**src/rtl/core_reset_sequencer_if.sv**
```systemverilog
// Address-channel handshake and response-snoop bundle around the core
// reset sequencer.
//   s_*  : pardcore-side address handshake (valid in, ready out of the sequencer)
//   m_*  : memory-side address handshake (valid out of the sequencer, ready in)
//   b*/r*: write/read response handshakes, observed only, never modified
// The slave modport is the sequencer's view; master is the surrounding fabric's.
interface core_reset_sequencer_if;
   logic s_awvalid;
   logic s_awready;
   logic s_arvalid;
   logic s_arready;
   logic m_awvalid;
   logic m_awready;
   logic m_arvalid;
   logic m_arready;
   logic bvalid;
   logic bready;
   logic rvalid;
   logic rready;
   logic rlast;

   modport slave (
      input  s_awvalid, s_arvalid, m_awready, m_arready,
      input  bvalid, bready, rvalid, rready, rlast,
      output s_awready, s_arready, m_awvalid, m_arvalid
   );

   modport master (
      output s_awvalid, s_arvalid, m_awready, m_arready,
      output bvalid, bready, rvalid, rready, rlast,
      input  s_awready, s_arready, m_awvalid, m_arvalid
   );
endinterface

```
**src/rtl/core_reset_sequencer.sv**
```systemverilog
// Core reset sequencer between the PS reset/config outputs and pardcore.
// Turns raw per-core reset requests into a safe sequence: gate new address
// beats, drain outstanding transactions, hold the requested cores in reset,
// then release them one at a time. nohype settings are only sampled on HOLD
// entry, so a running core never sees them change.
// Ports:
//   uncoreclk     clock
//   uncorerstn    synchronous active-low reset
//   req_rstn      per-core reset request (active-low, uncoreclk domain)
//   settings_in   nohype settings from the PS
//   settings_out  settings latched for pardcore
//   core_rstn     per-core reset to pardcore (active-low)
//   busy          high whenever the sequencer is not in RUN
//   bus           address handshakes (gated) and response snoop
//
// state   | meaning
// --------+---------------------------------------------------------------
// RUN     | bus passes straight through, watching req_rstn
// BLOCK   | new address beats blocked, waiting for presented ones to finish
// DRAIN   | waiting for outstanding write/read counts to reach zero
// HOLD    | masked cores held in reset for HOLD_CYCLES, settings latched
// RELEASE | masked cores released lowest-first, STAGGER cycles apart
module core_reset_sequencer #(
   parameter int NCORE       = 2,
   parameter int NSET        = 3,
   parameter int HOLD_CYCLES = 16,
   parameter int STAGGER     = 4,
   parameter int OUTST_W     = 6
) (
   input  logic                 uncoreclk,
   input  logic                 uncorerstn,
   input  logic [NCORE-1:0]     req_rstn,
   input  logic [NSET-1:0]      settings_in,
   output logic [NSET-1:0]      settings_out,
   output logic [NCORE-1:0]     core_rstn,
   output logic                 busy,
   core_reset_sequencer_if.slave bus
);

   localparam int HCNT_W = $clog2(HOLD_CYCLES + 1);
   localparam int SCNT_W = $clog2(STAGGER + 1);
   localparam logic [HCNT_W-1:0] HOLD_LAST = HCNT_W'(HOLD_CYCLES - 1);
   localparam logic [SCNT_W-1:0] STAG_LAST = SCNT_W'(STAGGER - 1);

   typedef enum logic [2:0] {
      ST_RUN     = 3'd0,
      ST_BLOCK   = 3'd1,
      ST_DRAIN   = 3'd2,
      ST_HOLD    = 3'd3,
      ST_RELEASE = 3'd4
   } state_t;

   state_t               state, state_nxt;
   logic [HCNT_W-1:0]    hold_cnt, hold_cnt_nxt;
   logic [SCNT_W-1:0]    stag_cnt, stag_cnt_nxt;
   logic [NCORE-1:0]     rst_mask, rst_mask_nxt;
   logic [NCORE-1:0]     core_rstn_nxt;
   logic                 hold_first, hold_first_nxt;
   logic [NSET-1:0]      settings_nxt;

   logic                 aw_pend, ar_pend;
   logic [OUTST_W-1:0]   wr_cnt, rd_cnt;
   logic                 gate;

   logic [NCORE-1:0]     req_mask;
   logic                 req_any;
   logic [NCORE-1:0]     held;
   logic [NCORE-1:0]     rel_low;
   logic                 last_rel;

   logic                 wr_inc, wr_dec, rd_inc, rd_dec;

   assign gate     = (state != ST_RUN);
   assign req_mask = ~req_rstn;
   assign req_any  = |req_mask;

   // Cores still waiting for release; rel_low isolates the lowest of them.
   assign held     = rst_mask & ~core_rstn;
   assign rel_low  = held & (~held + NCORE'(1));
   assign last_rel = ((held & ~rel_low) == '0);

   // While gated, only an address that was already presented before the
   // gate closed may complete; anything new sees valid and ready both low.
   always_comb begin
      bus.m_awvalid = bus.s_awvalid;
      bus.s_awready = bus.m_awready;
      bus.m_arvalid = bus.s_arvalid;
      bus.s_arready = bus.m_arready;
      if (gate) begin
         bus.m_awvalid = bus.s_awvalid & aw_pend;
         bus.s_awready = bus.m_awready & aw_pend;
         bus.m_arvalid = bus.s_arvalid & ar_pend;
         bus.s_arready = bus.m_arready & ar_pend;
      end
   end

   assign wr_inc = bus.m_awvalid & bus.m_awready;
   assign wr_dec = bus.bvalid & bus.bready;
   assign rd_inc = bus.m_arvalid & bus.m_arready;
   assign rd_dec = bus.rvalid & bus.rready & bus.rlast;

   // Saturating up/down count: held at max on overflow, decrement at zero ignored.
   function automatic logic [OUTST_W-1:0] cnt_step(input logic [OUTST_W-1:0] cnt,
                                                   input logic inc, input logic dec);
      cnt_step = cnt;
      if (inc && !dec && (cnt != '1))
         cnt_step = cnt + OUTST_W'(1);
      else if (dec && !inc && (cnt != '0))
         cnt_step = cnt - OUTST_W'(1);
   endfunction

   // A pending address is one that was presented but not accepted while the
   // bus was open; it stays pending until it handshakes or valid drops.
   function automatic logic pend_step(input logic pend, input logic valid,
                                      input logic ready, input logic gated);
      if (!valid || ready)
         pend_step = 1'b0;
      else if (!gated)
         pend_step = 1'b1;
      else
         pend_step = pend;
   endfunction

   always_comb begin
      state_nxt      = state;
      hold_cnt_nxt   = hold_cnt;
      stag_cnt_nxt   = stag_cnt;
      rst_mask_nxt   = rst_mask;
      core_rstn_nxt  = core_rstn;
      hold_first_nxt = hold_first;
      settings_nxt   = settings_out;

      case (state)
         ST_RUN: begin
            if (req_any) begin
               rst_mask_nxt = req_mask;
               state_nxt    = ST_BLOCK;
            end
         end

         ST_BLOCK: begin
            if (!aw_pend && !ar_pend)
               state_nxt = ST_DRAIN;
         end

         ST_DRAIN: begin
            if ((wr_cnt == '0) && (rd_cnt == '0)) begin
               core_rstn_nxt  = ~rst_mask;
               hold_cnt_nxt   = '0;
               hold_first_nxt = 1'b1;
               state_nxt      = ST_HOLD;
            end
         end

         ST_HOLD: begin
            hold_first_nxt = 1'b0;
            if (hold_first)
               settings_nxt = settings_in;
            if (hold_cnt == HOLD_LAST) begin
               if (req_any) begin
                  rst_mask_nxt  = rst_mask | req_mask;
                  core_rstn_nxt = ~(rst_mask | req_mask);
                  hold_cnt_nxt  = '0;
               end else begin
                  // First release happens on the exit edge; a single masked
                  // core therefore goes straight back to RUN.
                  core_rstn_nxt = core_rstn | rel_low;
                  stag_cnt_nxt  = STAG_LAST;
                  state_nxt     = last_rel ? ST_RUN : ST_RELEASE;
               end
            end else begin
               hold_cnt_nxt = hold_cnt + HCNT_W'(1);
            end
         end

         ST_RELEASE: begin
            if (req_any) begin
               // Already-released masked cores are idle behind the gate, so
               // pulling them back into reset is safe.
               rst_mask_nxt   = rst_mask | req_mask;
               core_rstn_nxt  = ~(rst_mask | req_mask);
               hold_cnt_nxt   = '0;
               hold_first_nxt = 1'b1;
               state_nxt      = ST_HOLD;
            end else if (stag_cnt == '0) begin
               core_rstn_nxt = core_rstn | rel_low;
               stag_cnt_nxt  = STAG_LAST;
               if (last_rel)
                  state_nxt = ST_RUN;
            end else begin
               stag_cnt_nxt = stag_cnt - SCNT_W'(1);
            end
         end

         default: begin
            state_nxt = ST_HOLD;
         end
      endcase
   end

   always_ff @(posedge uncoreclk) begin
      if (!uncorerstn) begin
         state        <= ST_HOLD;
         hold_cnt     <= '0;
         stag_cnt     <= '0;
         rst_mask     <= '1;
         core_rstn    <= '0;
         hold_first   <= 1'b1;
         settings_out <= '0;
         busy         <= 1'b1;
         aw_pend      <= 1'b0;
         ar_pend      <= 1'b0;
         wr_cnt       <= '0;
         rd_cnt       <= '0;
      end else begin
         state        <= state_nxt;
         hold_cnt     <= hold_cnt_nxt;
         stag_cnt     <= stag_cnt_nxt;
         rst_mask     <= rst_mask_nxt;
         core_rstn    <= core_rstn_nxt;
         hold_first   <= hold_first_nxt;
         settings_out <= settings_nxt;
         busy         <= (state_nxt != ST_RUN);
         aw_pend      <= pend_step(aw_pend, bus.s_awvalid, bus.s_awready, gate);
         ar_pend      <= pend_step(ar_pend, bus.s_arvalid, bus.s_arready, gate);
         wr_cnt       <= cnt_step(wr_cnt, wr_inc, wr_dec);
         rd_cnt       <= cnt_step(rd_cnt, rd_inc, rd_dec);
      end
   end

endmodule
```
**src/flat_wrapper.sv**
```systemverilog
// flat-port wrapper written by rule: the top's interface ports become plain ports
module core_reset_sequencer_flat 
#(
   parameter int NCORE       = 2,
   parameter int NSET        = 3,
   parameter int HOLD_CYCLES = 16,
   parameter int STAGGER     = 4,
   parameter int OUTST_W     = 6
)
  (uncoreclk, uncorerstn, req_rstn, settings_in, settings_out, core_rstn, busy, bus_s_awvalid, bus_s_arvalid, bus_m_awready, bus_m_arready, bus_bvalid, bus_bready, bus_rvalid, bus_rready, bus_rlast, bus_s_awready, bus_s_arready, bus_m_awvalid, bus_m_arvalid);
  core_reset_sequencer_if bus_i ();
  input  logic uncoreclk;
  input  logic uncorerstn;
  input  logic [NCORE-1:0] req_rstn;
  input  logic [NSET-1:0] settings_in;
  output logic [NSET-1:0] settings_out;
  output logic [NCORE-1:0] core_rstn;
  output logic busy;
  input wire logic [$bits(bus_i.s_awvalid)-1:0] bus_s_awvalid;
  input wire logic [$bits(bus_i.s_arvalid)-1:0] bus_s_arvalid;
  input wire logic [$bits(bus_i.m_awready)-1:0] bus_m_awready;
  input wire logic [$bits(bus_i.m_arready)-1:0] bus_m_arready;
  input wire logic [$bits(bus_i.bvalid)-1:0] bus_bvalid;
  input wire logic [$bits(bus_i.bready)-1:0] bus_bready;
  input wire logic [$bits(bus_i.rvalid)-1:0] bus_rvalid;
  input wire logic [$bits(bus_i.rready)-1:0] bus_rready;
  input wire logic [$bits(bus_i.rlast)-1:0] bus_rlast;
  output wire logic [$bits(bus_i.s_awready)-1:0] bus_s_awready;
  output wire logic [$bits(bus_i.s_arready)-1:0] bus_s_arready;
  output wire logic [$bits(bus_i.m_awvalid)-1:0] bus_m_awvalid;
  output wire logic [$bits(bus_i.m_arvalid)-1:0] bus_m_arvalid;
  assign bus_i.s_awvalid = bus_s_awvalid;
  assign bus_i.s_arvalid = bus_s_arvalid;
  assign bus_i.m_awready = bus_m_awready;
  assign bus_i.m_arready = bus_m_arready;
  assign bus_i.bvalid = bus_bvalid;
  assign bus_i.bready = bus_bready;
  assign bus_i.rvalid = bus_rvalid;
  assign bus_i.rready = bus_rready;
  assign bus_i.rlast = bus_rlast;
  assign bus_s_awready = bus_i.s_awready;
  assign bus_s_arready = bus_i.s_arready;
  assign bus_m_awvalid = bus_i.m_awvalid;
  assign bus_m_arvalid = bus_i.m_arvalid;
  core_reset_sequencer #(.NCORE(NCORE), .NSET(NSET), .HOLD_CYCLES(HOLD_CYCLES), .STAGGER(STAGGER), .OUTST_W(OUTST_W)) u_core (.uncoreclk(uncoreclk), .uncorerstn(uncorerstn), .req_rstn(req_rstn), .settings_in(settings_in), .settings_out(settings_out), .core_rstn(core_rstn), .busy(busy), .bus(bus_i));
endmodule
```
**config.mk**
```make
export PLATFORM = sky130hd
export DESIGN_NAME = core_reset_sequencer_flat
export DESIGN_NICKNAME = d
export VERILOG_FILES = /design/src/rtl/core_reset_sequencer_if.sv /design/src/rtl/core_reset_sequencer.sv /design/src/flat_wrapper.sv
export SDC_FILE = /design/constraint.sdc
export NUM_CORES = 1
export LEC_CHECK = 0
export CAP_MARGIN = 20
export CORE_MARGIN = 1
export CORE_UTILIZATION = 55
export CTS_CLUSTER_SIZE = 10
export DETAILED_ROUTE_END_ITERATION = 7
export GPL_TIMING_DRIVEN = 0
export MAX_ROUTING_LAYER = met4
export PLACE_DENSITY_LB_ADDON = 0.12
export SKIP_LAST_GASP = 1
export SLEW_MARGIN = 20
export SYNTH_ARGS = -nofsm -noshare
export SYNTH_HDL_FRONTEND = slang
export SYNTH_SLANG_ARGS = --single-unit
```
**constraint.sdc**
```tcl
create_clock -name uncoreclk -period 2.75 [get_ports uncoreclk]
set_input_delay 0.6875 -clock uncoreclk [delete_from_list [all_inputs] [get_ports uncoreclk]]
set_output_delay 0.6875 -clock uncoreclk [all_outputs]
set_load 0.02 [all_outputs]
```
Yosys cells after proc, flatten, opt, wreduce, memory -nomap -nowiden --
Index checks and enable logic that the tools add are counted.
Storage, ports and cells: flip-flop bits (word level) 34, word-level logic and storage cells 137, bits of input ports 16
Operators by class: muxes and demuxes 40, $add $sub $neg 7, bitwise gates (word level) 21, reduce and logical (&&, ||, !) cells 43, eq/ne operators 14
Operator list (number):
- $mux W3 | 13
- $mux W6 | 4
- $mux W2 | 8
- $mux W5 | 3
- $pmux W3 S5 | 1
- $pmux W5 S3 | 1
- $add A6 B1 Y6 const B | 2
- $logic_not A6 Y1 | 2
- $ne A6 B6 Y1 const B | 2
- $not A2 Y2 | 6
- $pmux W2 S3 | 2
- $reduce_bool A3 Y1 | 4
- $reduce_bool A6 Y1 | 2
- $sub A6 B1 Y6 const B | 2
- $logic_and A1 B1 Y1 | 10
- $and A1 B1 Y1 | 9
- $logic_not A1 Y1 | 8
- $ne A2 B1 Y1 const B | 4
- $reduce_and A4 Y1 | 2
- $and A2 B2 Y2 | 3
- $eq A3 B2 Y1 const B | 2
- $logic_not A3 Y1 | 2
- $mux W1 | 6
- $pmux W3 S2 | 1
- 17 further kinds | 26

Depth between registers and ports, before layout --
word-level depth 13, gate-level depth with buffers 11

Least setup slack after synthesis --
Ideal clock, no wire load.
kind in2reg, start point in bus_rvalid, end point reg u_core.rd_cnt[5], cell stages on the path 9, setup slack 0.243 ns, data arrival time 2.435 ns, cells stage by stage nand3_1 o21ai_0 or2_2 ha_1 a211oi_1 o21bai_1 a21oi_1 mux2i_1 mux2i_1
Between the ends: longest elaborated chain between the ends 6, elaborated cells on any way between the ends 9
Ends and longest elaborated chain:
- start: declaration | line flat_wrapper.sv:25 | input wire logic [$bits(bus_i.rvalid)-1:0] bus_rvalid;
- $and A1 B1 Y1 * (2 in a row) | line core_reset_sequencer.sv:100 | assign rd_dec = bus.rvalid & bus.rready & bus.rlast;
- $logic_not A1 Y1 | line core_reset_sequencer.sv:106 | if (inc && !dec && (cnt != '1))
- $logic_and A1 B1 Y1 (2 in a row) | line core_reset_sequencer.sv:106
- $mux W6 or $reduce_bool A2 Y1 (tied branches)
- end signal: assignment | line core_reset_sequencer.sv:227 | rd_cnt <= cnt_step(rd_cnt, rd_inc, rd_dec);
- end: declaration | line core_reset_sequencer.sv:62 | logic [OUTST_W-1:0] wr_cnt, rd_cnt;
Mark *: on every way between the ends. The rest lies on a longest branch, timed or not. A chain may end at the register's enable or synchronous reset.

Final worst setup path --
start point in bus_bvalid, end point reg u_core.wr_cnt[5]
Between the ends: longest elaborated chain between the ends 5, elaborated cells on any way between the ends 8
Ends and longest elaborated chain:
- start: declaration | line flat_wrapper.sv:23 | input wire logic [$bits(bus_i.bvalid)-1:0] bus_bvalid;
- $and A1 B1 Y1 * | line core_reset_sequencer.sv:98 | assign wr_dec = bus.bvalid & bus.bready;
- $logic_not A1 Y1 | line core_reset_sequencer.sv:106
- $logic_and A1 B1 Y1 (2 in a row) | line core_reset_sequencer.sv:106
- $mux W6 or $reduce_bool A2 Y1 (tied branches)
- end signal: assignment | line core_reset_sequencer.sv:226 | wr_cnt <= cnt_step(wr_cnt, wr_inc, wr_dec);
- end: declaration | line core_reset_sequencer.sv:62
Marks and branches as above.

==> impl_metrics.json <==
{
  "drt_first_pass_iters": 4,
  "io_buffers": 25,
  "finalSetupViolCount": 0,
  "drv_slew": 0,
  "start_kind": "input pin",
  "layout_min_cycle_time_ps": 2660,
  "crit_chain": "clkdlybuf4s50_1 > nand2_1 > o21ai_1 > or2_4 > ha_1 > a211oi_2 > o21bai_1 > a21oi_2 > mux2i_1 > mux2i_1",
  "syn_area_per_cell_um2": 8.84,
  "antenna_found_initial": 0,
  "fmax_mhz": 376,
  "cts_hold_buf": 0,
  "place_inst": 311,
  "clkPwrFrac_pct": 25.6,
  "grt_pass1_wl_um": 7420,
  "cts_setup_buffers": 0,
  "comb_power_share_pct": 39.2,
  "synth_fp_nets": 267,
  "nFillCells": 303,
  "multiInputGateArea_um2": 1380,
  "switching_share_pct": 35.1,
  "cp-endpoint": "u_core.wr_cnt[5]",
  "synth-main-ff-cell": "dfxtp_1",
  "hold_viol": 0,
  "ant_nets": 0,
  "power_mw": 1.81,
  "dpl_worst_slack_ps": -356,
  "htreeDepth": 2,
  "async_flop_share_pct": 0,
  "insertion_delay_ps": 290,
  "routed_wl_um": 4370,
  "drive_above_1_share_pct": 13.3,
  "crit_type": "input pin to flop",
  "nets": 299,
  "synth_cell_types": 53,
  "grt_start_max_net_pins": 13,
  "synth_top_area_share_pct": 32.4,
  "regArea_um2": 681,
  "gp_congestion": 0.826,
  "die_w_um": 63.8,
  "min_path_type": "flop to flop",
  "insertedDiodeCount": 0,
  "p_switching_mw": 0.636,
  "cts_buffer_depth": 2,
  "track_usage_pct": 23.9,
  "rr_endpoint": "u_core.wr_cnt[5]",
  "route.detailed.drc": 0,
  "worstMarginPinSlew_ps": 572,
  "run_status": "finished clean",
  "slowest_stage": "clkdlybuf4s50_1",
  "ys_seq_area_share_pct": 32.4,
  "final_cell_area_um2": 2580,
  "power.leakage_nw": 0.989,
  "ys_seq_elements": 34,
  "area_delta_synth_final_pct": 22.7,
  "core_region_area_um2": 3660,
  "crit_path_max_fanout": 7,
  "viasPerCell": 5.66,
  "vias": 1806,
  "cts_buffers": 5,
  "instances_no_fill": 319,
  "drv_cap": 0,
  "syn_inst": 238,
  "tritoncts": "done",
  "fin_crit_sh_pct": 96.7,
  "row_count": 22,
  "skew_ps": 5.08,
  "root_buffer": "clkbuf_8",
  "p_per_area_nw_per_um2": 702,
  "yosysWarnings": 0,
  "netlist_area_um2": 2100,
  "crit_top_cell": "mux2i_1",
  "rr_startpoint": "u_core.state[1]",
  "synth_edf_count": 0,
  "p_seq_share_pct": 35.2,
  "crit_path_start": "bus_bvalid",
  "cp.arrival_ps": 2880,
  "yosys.area.top_type": "dfxtp_1",
  "overflow": 0,
  "reg2reg_depth": 10,
  "timing.critical_path.slowest_cell_delay_ps": 400,
  "clkTransAtPathRegs_ps": 80,
  "dieArea_um2": 4080,
  "hpwl_um": 3260,
  "start_util_pct": 57.5,
  "setup_slack_ps": 92.1,
  "grt_pass1_vias": 1682,
  "placed_area_um2": 2410,
  "ir_drop_uv": 617,
  "io_pins": 26,
  "synth_common_cells": "dfxtp_1 (34), nor2_1 (25), a21oi_1 (18)",
  "wl_per_cell_um": 13.7,
  "die_height_um": 63.8,
  "cp-end-kind": "flop",
  "first_iter_violations": 73,
  "hold_slack_ps": 448,
  "critPathRequiredTime_ps": 2970,
  "power.internal_mw": 1.18,
  "cts.sinks": 34,
  "r2r_slack_ps": 140,
  "yosysMostFrequentCell": "dfxtp_1",
  "slew_headroom_pct": 61.8,
  "netlist_top_cells_area": "dfxtp_1 (32%), ha_1 (6.5%), nor2_1 (4.5%)"
}
[cell type report]
class | instances | area share (%)
Multi-Input combinational cell | 188 | 53.5
Clock inverter | 3 | 1.75
Timing Repair Buffer | 25 | 10.1
Inverter | 8 | 1.16
Sequential cell | 34 | 26.4
Clock buffer | 5 | 2.67
Buffer | 8 | 2.13
Tap cell | 48 | 2.33
[sequential cells by signal, summed over array words and instances (netlist names)]
register / count
u_core.settings_out: 3
u_core.wr_cnt: 6
u_core.rd_cnt: 6
u_core.hold_first: 1
u_core.core_rstn: 2
u_core.state: 3
u_core.stag_cnt: 3
u_core.busy: 1
u_core.rst_mask: 2
u_core.hold_cnt: 5
u_core.aw_pend: 1
u_core.ar_pend: 1
[worst min-delay path by stage]
stage               slack [ps]          startpoint  cells past startpoint                 end
detailed placement         430  u_core.hold_cnt[4]                      2  u_core.hold_cnt[4]
floorplan                  410  u_core.hold_cnt[4]                      2  u_core.hold_cnt[4]
global placement           420  u_core.hold_cnt[4]                      2  u_core.hold_cnt[4]
CTS                        450  u_core.hold_cnt[4]                      2  u_core.hold_cnt[4]
finish                     450  u_core.hold_cnt[4]                      2  u_core.hold_cnt[4]
global route               470  u_core.hold_cnt[4]                      2  u_core.hold_cnt[4]
[logic make-up (layout without fill, tap and decap cells)]
| family | Yosys count | after routing | share of synthesized area, % |
|---|---|---|---|
| flops | 34 | 34 | 32.4 |
| fa+ha+maj | 13 | 13 | 8.45 |
| mux | 11 | 11 | 6.42 |
| xor+xnor | 7 | 7 | 2.91 |
| simple gates | 91 | 91 | 23.9 |
| compound gates | 66 | 66 | 21.9 |
| buf+inv | 16 | 49 | 4.05 |
[placed cells by master, fill, tap and decap left out, types with 3 or more instances in the layout]
cell type,instances
a21oi_1,16
clkbuf_8,5
mux2i_1,9
nor2b_1,3
nand2b_1,7
nor2_1,25
or2_4,3
dlymetal6s2s_1,4
ha_1,11
nand2_1,16
nor3_1,4
clkdlybuf4s50_1,21
a21o_1,6
xnor2_1,7
dfxtp_1,34
clkbuf_1,3
a211oi_1,6
nand3_1,10
buf_6,3
nand4_1,4
and2_1,3
inv_1,8
o21ai_0,7
a211oi_2,4
o21a_1,7
[critical path: cells and delay by family]
family | cells | cell delay [ps]
AOI/OAI and AO/OA | 4 | 640
muxes | 2 | 440
and+or+nand+nor | 2 | 410
buffers and inverters | 1 | 400
adders and majority gates | 1 | 320
[routing by layer]
layer	vias up	GRT usage, %	share of wire [%]
met4	0	5.11	0.87
met5	-	-	0
li1	929	-	-
met1	848	27.2	46
met3	5	6.07	3.2
met2	24	42.0	50
[through the flow]
stage               setup TNS (ps)  util [%]
global route                 -15.1      70.5
finish                           0      70.5
floorplan                        0         -
global placement             -1320      65.9
CTS                          -15.4      69.2
detailed placement           -1390      65.9
[timing repair]
action	CTS	global route
resized for setup	2	14
endpoints found under the setup margin	3	3
pin swaps	0	2
[power by group through the flow]
| stage | registers [mW] | clock network (mW) | logic (mW) |
|---|---|---|---|
| 2_1_floorplan | 0.641 | 0 | 0.526 |
| 3_3_place_gp | 0.646 | 0 | 0.662 |
| 3_5_place_dp | 0.647 | 0 | 0.677 |
| 4_1_cts | 0.638 | 0.471 | 0.681 |
| 5_1_grt | 0.649 | 0.493 | 0.801 |
| 6_report | 0.638 | 0.464 | 0.710 |
Note: power is estimated with default switching activity, not from simulation.
==> patch, RTL diff (config.mk and constraints unchanged) <==
`NCORE` is set to 2 in 2 places; all go to 1.
--- a/src/rtl/core_reset_sequencer.sv
+++ b/src/rtl/core_reset_sequencer.sv
@@ -21,7 +21,7 @@
 // HOLD    | masked cores held in reset for HOLD_CYCLES, settings latched
 // RELEASE | masked cores released lowest-first, STAGGER cycles apart
 module core_reset_sequencer #(
-   parameter int NCORE       = 2,
+   parameter int NCORE       = 1,
    parameter int NSET        = 3,
    parameter int HOLD_CYCLES = 16,
    parameter int STAGGER     = 4,
--- a/src/flat_wrapper.sv
+++ b/src/flat_wrapper.sv
@@ -1,7 +1,7 @@
 // flat-port wrapper written by rule: the top's interface ports become plain ports
 module core_reset_sequencer_flat 
 #(
-   parameter int NCORE       = 2,
+   parameter int NCORE       = 1,
    parameter int NSET        = 3,
    parameter int HOLD_CYCLES = 16,
    parameter int STAGGER     = 4,
Ports: changed (resized core_rstn and req_rstn); port bits go from 26 to 24. The function was not compared with the original's and may differ.
==> patch against the unedited design <==
- wire length decreased by 8.0%
- register-to-register slack improved by 50 ps
- utilization decreased by 1.5 points
- synthesized area decreased by 7.9%
- critical path type unchanged
- setup slack got worse by 8.8 ps
- sequential cell count decreased by 2
- final area decreased by 10%
- power decreased by 22%
- largest cell class unchanged
==> patch: results (changes against the unedited design) <==
| Metric | Value |
|---|---|
| Post-Place Cells | `291 (was 311)` |
| Async set or reset register ratio after synthesis | `0% (unchanged)` |
| Drt pass-1 iters | `5 (was 4)` |
| Post-synthesis sequential area ratio | `33.05% (was 32.36%)` |
| Peak supply drop | `0.3709 mV (was 0.6172 mV)` |
| WL/cell | `13.35 microns (was 13.69 microns)` |
| Global route overflow | `0 (unchanged)` |
| Initial antenna violation count | `0 (unchanged)` |
| First-pass GRT wire length | `6693 microns (was 7424 microns)` |
| Placed Area | `2226 sq um (was 2414 sq um)` |
| Max FO, Critical Path | `7 (unchanged)` |
| H-tree depth | `2 (unchanged)` |
| Mapped Avg Cell Area | `8.730 sq um (was 8.837 sq um)` |
| Largest regs | `u_core.rd_cnt: 6 flops, u_core.wr_cnt: 6 flops, u_core.hold_cnt: 5 flops (unchanged)` |
| Max Root-Sink Buffers | `2 (unchanged)` |
| P per Cell Area | `608.9 nW/um^2 (was 702.0 nW/um^2)` |
| Final Wtd Congestion | `0.8061 (was 0.8263)` |
| Post-synthesis cell type count | `53 (unchanged)` |
| Post-detailed-route via-to-cell ratio | `5.701 (was 5.661)` |
| Net Count, Synth | `250 (was 267)` |
| Final setup violation count | `0 (unchanged)` |
| GRT Resource Usage Total | `25.19% (was 23.90%)` |
| Place WS | `-483.6 ps (was -356.0 ps)` |
| Commonest cells in the netlist | `32 x dfxtp_1, 21 x nand2_1, 20 x nor2_1, 14 x a21oi_1 (was 34 x dfxtp_1, 25 x nor2_1, 18 x a21oi_1, 16 x nand2_1, 11 x ha_1)` |
| Largest net degree at the start of global routing | `12 (was 13)` |
| DP HPWL | `2973 microns (was 3260 microns)` |
| Synthesis Warnings | `0 (unchanged)` |
| Non-Filler Instances | `301 (was 319)` |
| CP Data Arrival Time | `2950 ps (was 2880 ps)` |
| Clk Latency, worst-skew pair | `350 ps (was 290 ps)` |
| TritonCTS Buffers | `5 (unchanged)` |
| Layout cell share with drive strength beyond 1 | `10.20% (was 13.28%)` |
| Outcome | `finished clean (unchanged)` |
| Hold Path Class | `flop to flop (unchanged)` |
| Largest cells by area after synthesis | `dfxtp_1 33%, ha_1 7.1%, mux2i_1 5.7%, nand2_1 4.1%, nor2_1 3.9% (was dfxtp_1 32%, ha_1 6.5%, nor2_1 4.5%, a21oi_1 4.3%, mux2i_1 4.3%)` |
| Post-Route Skew | `10.29 ps (was 5.081 ps)` |
| N_diodes | `0 (unchanged)` |
| Worst-path clk slew | `110 ps (was 80 ps)` |
| Vias in the first global route | `1470 (was 1682)` |
| Pleak | `0.9178 nW (was 0.9895 nW)` |
| Fin nets | `282 (was 299)` |
| DR iter-0 viols | `141 (was 73)` |
| Worst slew margin | `63.69% (was 61.84%)` |
| I/O Buffers | `23 (was 25)` |
| Root Buffer | `clkbuf_4 (was clkbuf_8)` |
==> patch: worst paths after layout <==
check | slack (ps) | depth (start not counted) | end | start
hold reg to reg | 460 | 2 | u_core.hold_cnt[4] | u_core.hold_cnt[4]
setup / recovery | 80 | 9 | u_core.wr_cnt[5] | bus_m_awready
setup reg to reg | 190 | 9 | u_core.wr_cnt[5] | u_core.state[1]
hold / removal | 460 | 2 | u_core.hold_cnt[4] | u_core.hold_cnt[4]
==> patch: kinds of logic after synthesis <==
group | count (synthesis) | synth area share, %
and+or+nand+nor | 80 | 21.69
AOI/OAI and AO/OA | 60 | 21.43
DFF | 32 | 33.05
buffers and inverters | 16 | 3.357
muxes | 14 | 8.134
adders and majority gates | 13 | 9.167
xor gates and xnor gates | 7 | 3.163
==> patch: where the power goes <==
part | switching (mW) | internal, mW | total (mW)
sequential | 0.0581 | 0.513 | 0.572
clock | 0.181 | 0.124 | 0.305
combinational | 0.266 | 0.271 | 0.537
total | 0.505 | 0.908 | 1.41
==> patch: worst max-delay path: stages <==
cell             delay [ps]
clkdlybuf4s50_1         510
o211ai_1                180
or2_4                   320
ha_1                    300
a211oi_1                240
o21bai_1                110
a21oi_1                 180
mux2i_1                 240
mux2i_1                 190
==> patch: cell type report <==
cell class | instances | area, sq um
Multi-Input combinational cell | 174 | 1246
Fill cell | 298 | 1042
Sequential cell | 32 | 640.6
Timing Repair Buffer | 25 | 245.2
Tap cell | 46 | 57.56
Clock buffer | 6 | 51.30
Inverter | 10 | 37.54
Buffer | 6 | 27.53
Clock inverter | 2 | 15.01
==> patch: metal layers <==
layer | share of wire, % | routed length [microns] | GRT usage (%) | vias to the layer above
met2 | 44 | 1764 | 36.96 | 38
met3 | 3.8 | 152 | 6.303 | 6
li1 | - | - | - | 872
met5 | 0 | 0 | - | -
met1 | 51 | 2047 | 34.24 | 800
met4 | 1.3 | 53 | 7.619 | 0
==> patch: timing repair <==
| action | 4_1_cts | 5_1_grt |
|---|---|---|
| pin swaps | 1 | 2 |
| setup buffers | 1 | 1 |
| resized for setup | 2 | 3 |
| setup endpoints to repair | 2 | 2 |
